$ cat src/rtl/cpu_cu.sv
// Control unit for the 16-bit RISC core: Moore FSM sequencing fetch/decode/execute,
// driving datapath controls and memory strobes, with latched ALU flags for branches.
module cpu_cu (
    input  logic        clk,
    input  logic        reset,
    input  logic [15:0] ir,
    input  logic        C,
    input  logic        N,
    input  logic        Z,
    output logic        w_en,
    output logic        s_sel,
    output logic        pc_ld,
    output logic        pc_inc,
    output logic        ir_ld,
    output logic        adr_sel,
    output logic        pc_sel,
    output logic        mem_rd,
    output logic        mem_wr,
    output logic        halted,
    output logic        illegal,
    output logic [3:0]  state
);

    typedef enum logic [3:0] {
        ST_RST     = 4'd0,
        ST_FETCH   = 4'd1,
        ST_DECODE  = 4'd2,
        ST_EX_ALU  = 4'd3,
        ST_EX_LD   = 4'd4,
        ST_EX_ST   = 4'd5,
        ST_EX_BR   = 4'd6,
        ST_EX_JR   = 4'd7,
        ST_HALT    = 4'd8,
        ST_ILLEGAL = 4'd9
    } state_t;

    state_t     state_reg;
    state_t     state_next;
    logic [2:0] flags_reg;      // {cf, nf, zf}
    logic       cond_raw;
    logic       branch_taken;

    assign state = state_reg;

    always_ff @(posedge clk or negedge reset) begin
        if (!reset) begin
            state_reg <= ST_RST;
        end else begin
            state_reg <= state_next;
        end
    end

    // Flags capture only the result of an ALU instruction; other states leave them intact.
    always_ff @(posedge clk or negedge reset) begin
        if (!reset) begin
            flags_reg <= 3'b000;
        end else if (state_reg == ST_EX_ALU) begin
            flags_reg <= {C, N, Z};
        end
    end

    always_comb begin
        cond_raw = 1'b1;
        case (ir[13:12])
            2'b00:   cond_raw = 1'b1;
            2'b01:   cond_raw = flags_reg[0];
            2'b10:   cond_raw = flags_reg[2];
            default: cond_raw = flags_reg[1];
        endcase
    end

    assign branch_taken = cond_raw ^ ir[14];

    always_comb begin
        state_next = state_reg;
        case (state_reg)
            ST_RST:    state_next = ST_FETCH;
            ST_FETCH:  state_next = ST_DECODE;
            ST_DECODE: begin
                case (ir[11:9])
                    3'b000:  state_next = ST_EX_ALU;
                    3'b001:  state_next = ST_EX_LD;
                    3'b010:  state_next = ST_EX_ST;
                    3'b011:  state_next = ST_EX_BR;
                    3'b100:  state_next = ST_EX_JR;
                    3'b111:  state_next = ST_HALT;
                    default: state_next = ST_ILLEGAL;
                endcase
            end
            ST_EX_ALU, ST_EX_LD, ST_EX_ST, ST_EX_BR, ST_EX_JR: state_next = ST_FETCH;
            ST_HALT:    state_next = ST_HALT;
            ST_ILLEGAL: state_next = ST_ILLEGAL;
            default:    state_next = ST_RST;
        endcase
    end

    always_comb begin
        w_en    = 1'b0;
        s_sel   = 1'b0;
        pc_ld   = 1'b0;
        pc_inc  = 1'b0;
        ir_ld   = 1'b0;
        adr_sel = 1'b0;
        pc_sel  = 1'b0;
        mem_rd  = 1'b0;
        mem_wr  = 1'b0;
        halted  = 1'b0;
        illegal = 1'b0;
        case (state_reg)
            ST_FETCH: begin
                mem_rd = 1'b1;
                ir_ld  = 1'b1;
                pc_inc = 1'b1;
            end
            ST_EX_ALU: w_en = 1'b1;
            ST_EX_LD: begin
                adr_sel = 1'b1;
                mem_rd  = 1'b1;
                s_sel   = 1'b1;
                w_en    = 1'b1;
            end
            ST_EX_ST: begin
                adr_sel = 1'b1;
                mem_wr  = 1'b1;
            end
            ST_EX_BR: pc_ld = branch_taken;
            ST_EX_JR: begin
                pc_sel = 1'b1;
                pc_ld  = 1'b1;
            end
            ST_HALT: halted = 1'b1;
            ST_ILLEGAL: begin
                halted  = 1'b1;
                illegal = 1'b1;
            end
            default: ;
        endcase
    end

endmodule

$ cat config.mk
export PLATFORM = sky130hd
export DESIGN_NAME = cpu_cu
export DESIGN_NICKNAME = d
export VERILOG_FILES = /design/src/rtl/cpu_cu.sv
export SDC_FILE = /design/constraint.sdc
export NUM_CORES = 1
export LEC_CHECK = 0
export BUFFER_PORTS_ARGS = -buffer_cell sky130_fd_sc_hd__buf_4
export CORE_AREA = 8 8 45 47
export CTS_CLUSTER_DIAMETER = 80
export CTS_CLUSTER_SIZE = 25
export DETAILED_ROUTE_END_ITERATION = 16
export DIE_AREA = 0 0 53 55
export GPL_TIMING_DRIVEN = 1
export HOLD_SLACK_MARGIN = 0.05
export PLACE_DENSITY = 0.76
export SETUP_SLACK_MARGIN = 0.4
export SLEW_MARGIN = 20
export SYNTH_ARGS = -nofsm -noshare
export SYNTH_HDL_FRONTEND = slang
export SYNTH_SLANG_ARGS = --single-unit
$ cat constraint.sdc
create_clock -name clk -period 1.99 [get_ports clk]
set_input_delay 0.0995 -clock clk [delete_from_list [all_inputs] [get_ports clk]]
set_output_delay 0.0995 -clock clk [all_outputs]
set_load 0.005 [all_outputs]
---- Yosys cells after proc, flatten, opt, wreduce, memory -nomap -nowiden ----
Cells that the tools add are included.
W data, S select, Z words.
storage, ports and cells
  input bits .............................. 21
  output and inout bits ................... 15
  word-level logic and storage cells ...... 40
  register bits after elaboration ......... 7
operators by class
  eq/ne operators ......................... 16
  bitwise operators ....................... 1
  multiplexer cells ....................... 13
  reduce and logical (&&, ||, !) cells .... 8
operator list
  cell                  count
  $pmux W4 S6           1
  $pmux W4 S5           1
  $eq A4 B3 Y1 const B  4
  $mux W1               9
  $eq A4 B2 Y1 const B  2
  $eq A4 B4 Y1 const B  2
  $reduce_or A2 Y1      4
  $eq A3 B2 Y1 const B  2
  $eq A3 B3 Y1 const B  2
  $reduce_or A6 Y1      1
  $eq A4 B1 Y1 const B  1
  $logic_not A4 Y1      1
  $eq A3 B1 Y1 const B  1
  $logic_not A3 Y1      1
  $pmux W1 S3           1
  $eq A2 B1 Y1 const B  1
  $eq A2 B2 Y1 const B  1
  $logic_not A2 Y1      1
  $pmux W1 S2           1
  $xor A1 B1 Y1         1

---- Longest topological paths before layout ----
Gate-level depths: netlist of run 1.
  depth in word-level cells ............... 4
  depth in mapped cells ................... 4
  gate-level depth less buffers ........... 3

---- Worst setup path before layout of run 1 ----
OpenSTA, ideal clock, no wires.
  path type ............................... register to register
  start point ............................. register state_reg[3], in the netlist state[3]
  end point ............................... register flags_reg[0]
  path buffers ............................ 1
  required time ........................... 1.862 ns
  path slack .............................. 0.692 ns
  arrival ................................. 1.170 ns
  setup time .............................. 0.128 ns
  cell stages (with the launch flop) ...... 5
  period minus slack after synthesis ...... 1.298 ns
  cell sequence ........................... dfrtp_1 -> buf_4 -> nor2_2 -> and3_1 -> mux2_1
on the way
  word-level cells in the longest chain between the ends .. 1
RTL lines
  what                    line  text
  from (decl)             37    state_t state_reg;
  from (signal assigned)  49    state_reg <= state_next;
  $eq A4 B2 Y1            57    end else if (state_reg == ST_EX_ALU) begin
  to (signal assigned)    58    flags_reg <= {C, N, Z};
  to (decl)               39    logic [2:0] flags_reg;
No other way between the ends.
A chain may end at the register's enable or synchronous reset.

---- Worst setup path after layout of run 1 ----
  start point ............................. register state_reg[3], in the netlist state[3]
  end point ............................... output pc_ld
on the way
  word-level cells in the longest chain between the ends .. 2
  elaborated cells on any way between the ends .. 3
  classes of those cells .................. 2 x eq/ne; 1 x mux
RTL lines
  what           line  text
  $eq A4 B3 Y1   109   case (state_reg)
  $pmux W1 S2 *  109
  to (decl)      12    output logic pc_ld,
Every way passes the cells marked *; elsewhere a longest branch is shown, timed or not.

==> results of run 1 <==
-- metal layers --
layer	track usage, %	routed length [um]	vias to the layer above
met5	0	0	-
met4	6.466	19	0
met3	4.813	128	2
met2	15.43	639	19
met1	8.992	525	224
li1	-	-	255
-- worst max-delay path by stage --
stage,from,to,slack (ns),depth (start not counted)
global route,state[3]$_DFF_PN0_,pc_ld,0.36,4
CTS,state[1]$_DFF_PN0_,w_en,0.41,4
global placement,state[3]$_DFF_PN0_,flags_reg[2]$_DFFE_PN0P_,0.66,3
floorplan,state[3]$_DFF_PN0_,flags_reg[0]$_DFFE_PN0P_,0.69,4
detailed placement,state[3]$_DFF_PN0_,flags_reg[2]$_DFFE_PN0P_,0.63,3
finish,state[3]$_DFF_PN0_,pc_ld,0.49,4
-- stage by stage --
stage	power [mW]	setup WS, ns
floorplan	0.6105	0.6920
global placement	0.8151	0.6559
detailed placement	0.8285	0.6317
CTS	0.9628	0.4142
global route	1.101	0.3626
finish	1.004	0.4869
-- synth_stat cells, drive strengths merged --
cell,count
nor3b,2
and2b,1
dfrtp,7
o21ai,2
a2bb2oi,1
o21bai,1
buf,4
nor2,7
mux2i,1
xor2,1
a21boi,1
a2111o,1
a211oi,1
nand2,3
or3,1
mux2,3
and3,3
inv,3
a21oi,1
and3b,1
and2,1
a31oi,1
nor3,4
xnor2,1
nand3,2
nand2b,2
-- cell type report --
| class | count | area share (%) |
|---|---|---|
| clock buffer | 4 | 3.559 |
| inverter | 3 | 1.525 |
| tap | 16 | 2.712 |
| sequential | 7 | 24.41 |
| timing repair buffer | 29 | 29.83 |
| multi-input combinational | 42 | 37.97 |
-- where the power goes --
group          internal, mW  leakage, nW  switching [mW]
combinational         0.328        0.273           0.236
clock                0.0762       0.0150          0.0480
sequential            0.217       0.0810          0.0981
-- cell families after synthesis --
group | count (synthesis) | share of synthesized area, %
AND/OR/NAND/NOR | 27 | 29.98
XOR/XNOR | 2 | 3.618
buffers and inverters | 7 | 8.009
flip-flops | 7 | 36.18
multiplexers | 4 | 9.044
AO/OA/AOI/OAI | 9 | 13.18
-- worst max-delay path: stages (launching register included) --
cell	delay, ns
dfrtp_2	0.46
nand2b_1	0.24
a211oi_2	0.17
and3_1	0.18
buf_4	0.10
-- what timing repair did --
action | in CTS | in global routing
setup buffers | 0 | 3
gates resized for setup | 1 | 5
endpoints found under the setup margin | 1 | 2
hold buffers | 1 | 0
endpoints found under the hold margin | 7 | 0
==> results.py, run 1 <==
metrics = {
    "run_status": {
        "outcome": "finished, final reports clean",
    },
    "timing": {
        "fin_skew_ns": 0.005173,
        "tightestPinTransition_ns": 0.2495,
        "relSlewSlack_pct": 83.24,
        "fmax_ghz": 0.6653,
        "hold_ws_ns": 0.07067,
        "fin_crit_sh_pct": 75.53,
        "finalSetupViolCount": 0,
        "hold_violations": 0,
        "final_max_slew_viol_count": 0,
        "rsz0062_at_grt": "yes",
        "post-route-min-period_ns": 1.503,
        "setup-tns-final_ns": 0,
    },
    "layout": {
        "antenna_cells": 0,
        "multi_input_area_um2": 280.3,
        "largest_reg_flops": 4,
        "layout-drive-gt1-share_pct": 45.88,
        "fin_cells": 101,
        "layout.nets": 107,
        "seq_area_um2": 180.2,
        "postLayoutCellArea_um2": 738.2,
        "synthToLayoutAreaGrowth_pct": 52.45,
        "final_cell_mix": "buf_4, nor2_1, nor3_1, dfrtp_2",
        "fill_cells": 141,
        "finalCoreUtilization_pct": 53.35,
        "layout_commonest_cell": "buf_4",
    },
    "global_routing": {
        "gr-total-overflow": 0,
        "antenna_found_initial": 0,
        "grt_pass1_wl_um": 2021,
        "grt_use_total_pct": 9.356,
        "grt_pass1_vias": 497,
        "grt_max_degree": 13,
    },
    "worst_setup_path": {
        "r2r_slack_ns": 0.65,
        "endpoint_kind": "output pin",
        "regToRegEndpoint": "flags_reg[0]$_DFFE_PN0P_",
        "cp.arrival_ns": 1.40,
        "crit_type": "reg2out",
        "crit_path_max_fanout": 10,
        "critPathRequiredTime_ns": 1.89,
        "worst_r2r_startpoint": "state[3]$_DFF_PN0_",
        "r2r_cells": 3,
        "start_kind": "flop",
    },
    "place": {
        "hpwl_um": 1011,
        "globalplace.congestion": 0.7570,
        "dp.cells": 93,
        "placed_cell_area_um2": 664.4,
        "port_buffers": 25,
    },
    "run": {
        "drv_cap": 0,
    },
    "min_path": {
        "hold_end": "flags_reg[1]$_DFFE_PN0P_",
        "hold_depth": 2,
        "hold_class": "in2reg",
        "hp-start": "N",
    },
    "yosys": {
        "synth-seq-cells": 7,
        "netlist_top_cells_area": "dfrtp_1, mux2_1, buf_4, nor2_1, nor3_1",
        "ys_seq_area_share_pct": 36.18,
        "syn_inst": 56,
        "postSynthAreaPerCell_um2": 8.647,
        "ys_warn_count": 0,
        "synth_top_cell_by_area": "dfrtp_1",
        "synth_area_um2": 484.2,
        "syn_nets": 77,
        "netlist-cell-type-count": 29,
        "synth_top_area_share_pct": 36.18,
    },
    "route": {
        "first_pass_iters": 3,
        "wire_per_inst_um": 13.00,
        "wirelength_um": 1313,
        "route.detailed.drc": 0,
        "avgViaCountPerCell": 4.950,
        "num_vias": 500,
        "first_iter_violations": 11,
        "drtAntennaViolNets": 0,
    },
    "cts": {
        "clk_latency_ns": 0.25,
        "cts_sinks": 7,
        "path_clk_slew_ns": 0.05,
        "cts_root_buf": "clkbuf_4",
        "cts_buffers": 3,
        "ctsHtreeMaxLevel": 1,
        "cts_tree": "yes",
        "clk_path_buf_depth": 2,
    },
    "pwr": {
        "peakVddDrop_v": 0.0008680,
        "cellPowerDensity_nw_per_um2": 1360,
        "p_leak_nw": 0.3685,
    },
    "floorplanning": {
        "fp.dieW_um": 53,
        "coreArea_um2": 1384,
        "die_area_um2": 2915,
        "rows": 14,
        "pin_count": 36,
        "initial_utilization_pct": 34.99,
        "chipHeight_um": 55,
    },
}
(Power assumes the default switching activity.)
==> run 2: changes to the inputs <==
==> constraint.sdc (replaced) <==
create_clock -name clk -period 1.4 [get_ports clk]
set_input_delay 0.07 -clock clk [delete_from_list [all_inputs] [get_ports clk]]
set_output_delay 0.07 -clock clk [all_outputs]
set_load 0.005 [all_outputs]
==> results.py, run 2 (synthesis results as in run 1) <==
metrics = {
    "pwr": {
        "p_int_mw": 1.337,
        "combPwrFrac_pct": 72.3,
        "cellPowerDensity_nw_per_um2": 2125,
        "peakVddDrop_v": 0.001107,
        "pwr-share-clk_pct": 8.8,
        "p_leak_nw": 0.4815,
        "power_mw": 2.127,
        "swShare_pct": 37.14,
        "p_sw_mw": 0.7900,
        "seqPwrFrac_pct": 18.9,
    },
    "timing": {
        "timing.final.ws_setup_ns": -0.07845,
        "hold_ws_ns": 0.05446,
        "tightestPinTransition_ns": 0.2064,
        "fin_skew_ns": 0.003602,
        "finalSetupViolCount": 3,
        "rsz0062_at_grt": "yes",
        "hold_violations": 0,
        "fmax_ghz": 0.6764,
        "relSlewSlack_pct": 85.85,
        "fin_crit_sh_pct": 105.6,
        "setup-tns-final_ns": -0.1149,
        "final_max_slew_viol_count": 0,
        "post-route-min-period_ns": 1.478,
    },
    "floorplanning": {
        "fp.dieW_um": 53,
        "initial_utilization_pct": 34.99,
        "coreArea_um2": 1384,
        "pin_count": 36,
        "rows": 14,
        "die_area_um2": 2915,
        "chipHeight_um": 55,
    },
    "worst_setup_path": {
        "cp.arrival_ns": 1.41,
        "crit_type": "reg2out",
        "critPathLaunch": "state[0]$_DFF_PN0_",
        "crit_path_end": "w_en",
        "regToRegEndpoint": "flags_reg[0]$_DFFE_PN0P_",
        "start_kind": "flop",
        "r2r_cells": 4,
        "endpoint_kind": "output pin",
        "critPathRequiredTime_ns": 1.33,
        "worst_r2r_startpoint": "state[2]$_DFF_PN0_",
        "r2r_slack_ns": 0.03,
        "crit_path_max_fanout": 6,
    },
    "global_routing": {
        "gr-total-overflow": 0,
        "grt_use_total_pct": 11.39,
        "grt_pass1_vias": 560,
        "antenna_found_initial": 0,
        "grt_max_degree": 9,
        "grt_pass1_wl_um": 2387,
    },
    "layout": {
        "layout.nets": 122,
        "layout_commonest_cell": "buf_4",
        "synthToLayoutAreaGrowth_pct": 106.7,
        "antenna_cells": 0,
        "layout-drive-gt1-share_pct": 66.00,
        "postLayoutCellArea_um2": 1001,
        "largest_reg_flops": 4,
        "final_cell_mix": "buf_4, buf_6, dfrtp_2",
    },
    "run_status": {
        "violations": "negative setup slack",
        "outcome": "complete, but fails checks",
    },
    "place": {
        "place_ws_ns": 0.1626,
        "globalplace.congestion": 0.7884,
        "hpwl_um": 1052,
        "placed_cell_area_um2": 709.4,
        "port_buffers": 25,
    },
    "cts": {
        "cts_buffers": 3,
        "ctsHtreeMaxLevel": 1,
        "cts_root_buf": "clkbuf_4",
        "clk_latency_ns": 0.25,
        "clk_path_buf_depth": 2,
        "path_clk_slew_ns": 0.05,
        "cts_sinks": 7,
        "cts_tree": "yes",
    },
    "run": {
        "drv_cap": 0,
    },
    "route": {
        "avgViaCountPerCell": 5.129,
        "wire_per_inst_um": 16.14,
        "wirelength_um": 1872,
        "first_iter_violations": 3,
        "drtAntennaViolNets": 0,
        "num_vias": 595,
        "route.detailed.drc": 0,
        "first_pass_iters": 4,
    },
    "min_path": {
        "hold_class": "in2reg",
    },
}
run 2: cell count changes in the layout (fill, tap and decap cells not counted), moves of 3 or more:
cell / change
buf_6: +15
buf_4: -3
mux2_1: -3
mux2_4: +3
nor2_1: -3
run 2: metrics by stage:
stage	cells	util (%)
finish	116	72.33
floorplan	56	-
global route	116	72.33
global placement	96	51.27
CTS	109	63.11
detailed placement	96	51.27
run 2: worst min path at each step:
stage / start / end / slack [ns] / cells after the start
after floorplan: reset / flags_reg[0]$_DFFE_PN0P_ / -0.23 / 0
after global placement: reset / flags_reg[2]$_DFFE_PN0P_ / -0.12 / 1
after detailed placement: reset / flags_reg[2]$_DFFE_PN0P_ / -0.12 / 1
after CTS: N / flags_reg[1]$_DFFE_PN0P_ / 0.05 / 2
after global routing: C / flags_reg[2]$_DFFE_PN0P_ / 0.05 / 2
final: C / flags_reg[2]$_DFFE_PN0P_ / 0.05 / 2
run 2: layout make-up:
cell class	count	area, um^2
fillers	106	382.9
inverters	3	11.26
repair buffers	44	406.6
clock buffers	4	26.28
multi-input cells	42	356.6
flip-flops and latches	7	180.2
well taps	16	20.02
run 2: worst max-delay path, stage by stage, from the launching register on:
cell	delay (ns)
dfrtp_2	0.41
inv_1	0.10
or3_4	0.34
a21oi_2	0.17
buf_4	0.14
run 2: routing by layer:
metal	track usage (%)	routed length [um]
met4	6.466	30
met5	0	0
met1	11.61	682
met3	5.348	132
met2	18.95	1026
run 2: what timing repair did:
item	in CTS	in global routing
endpoints found under the setup margin	19	22
pin swaps	11	7
hold endpoints to repair	7	2
hold buffers	1	2
gates resized for setup	17	18
setup buffers	8	5
run 2: power groups by stage:
| stage | Clock (mW) | Sequential [mW] | Combinational, mW |
|---|---|---|---|
| 5_1_grt | 0.207 | 0.408 | 1.63 |
| 2_1_floorplan | 0 | 0.377 | 0.617 |
| 3_5_place_dp | 0 | 0.434 | 0.886 |
| 6_report | 0.187 | 0.402 | 1.54 |
| 3_3_place_gp | 0 | 0.431 | 0.871 |
| 4_1_cts | 0.186 | 0.395 | 1.24 |
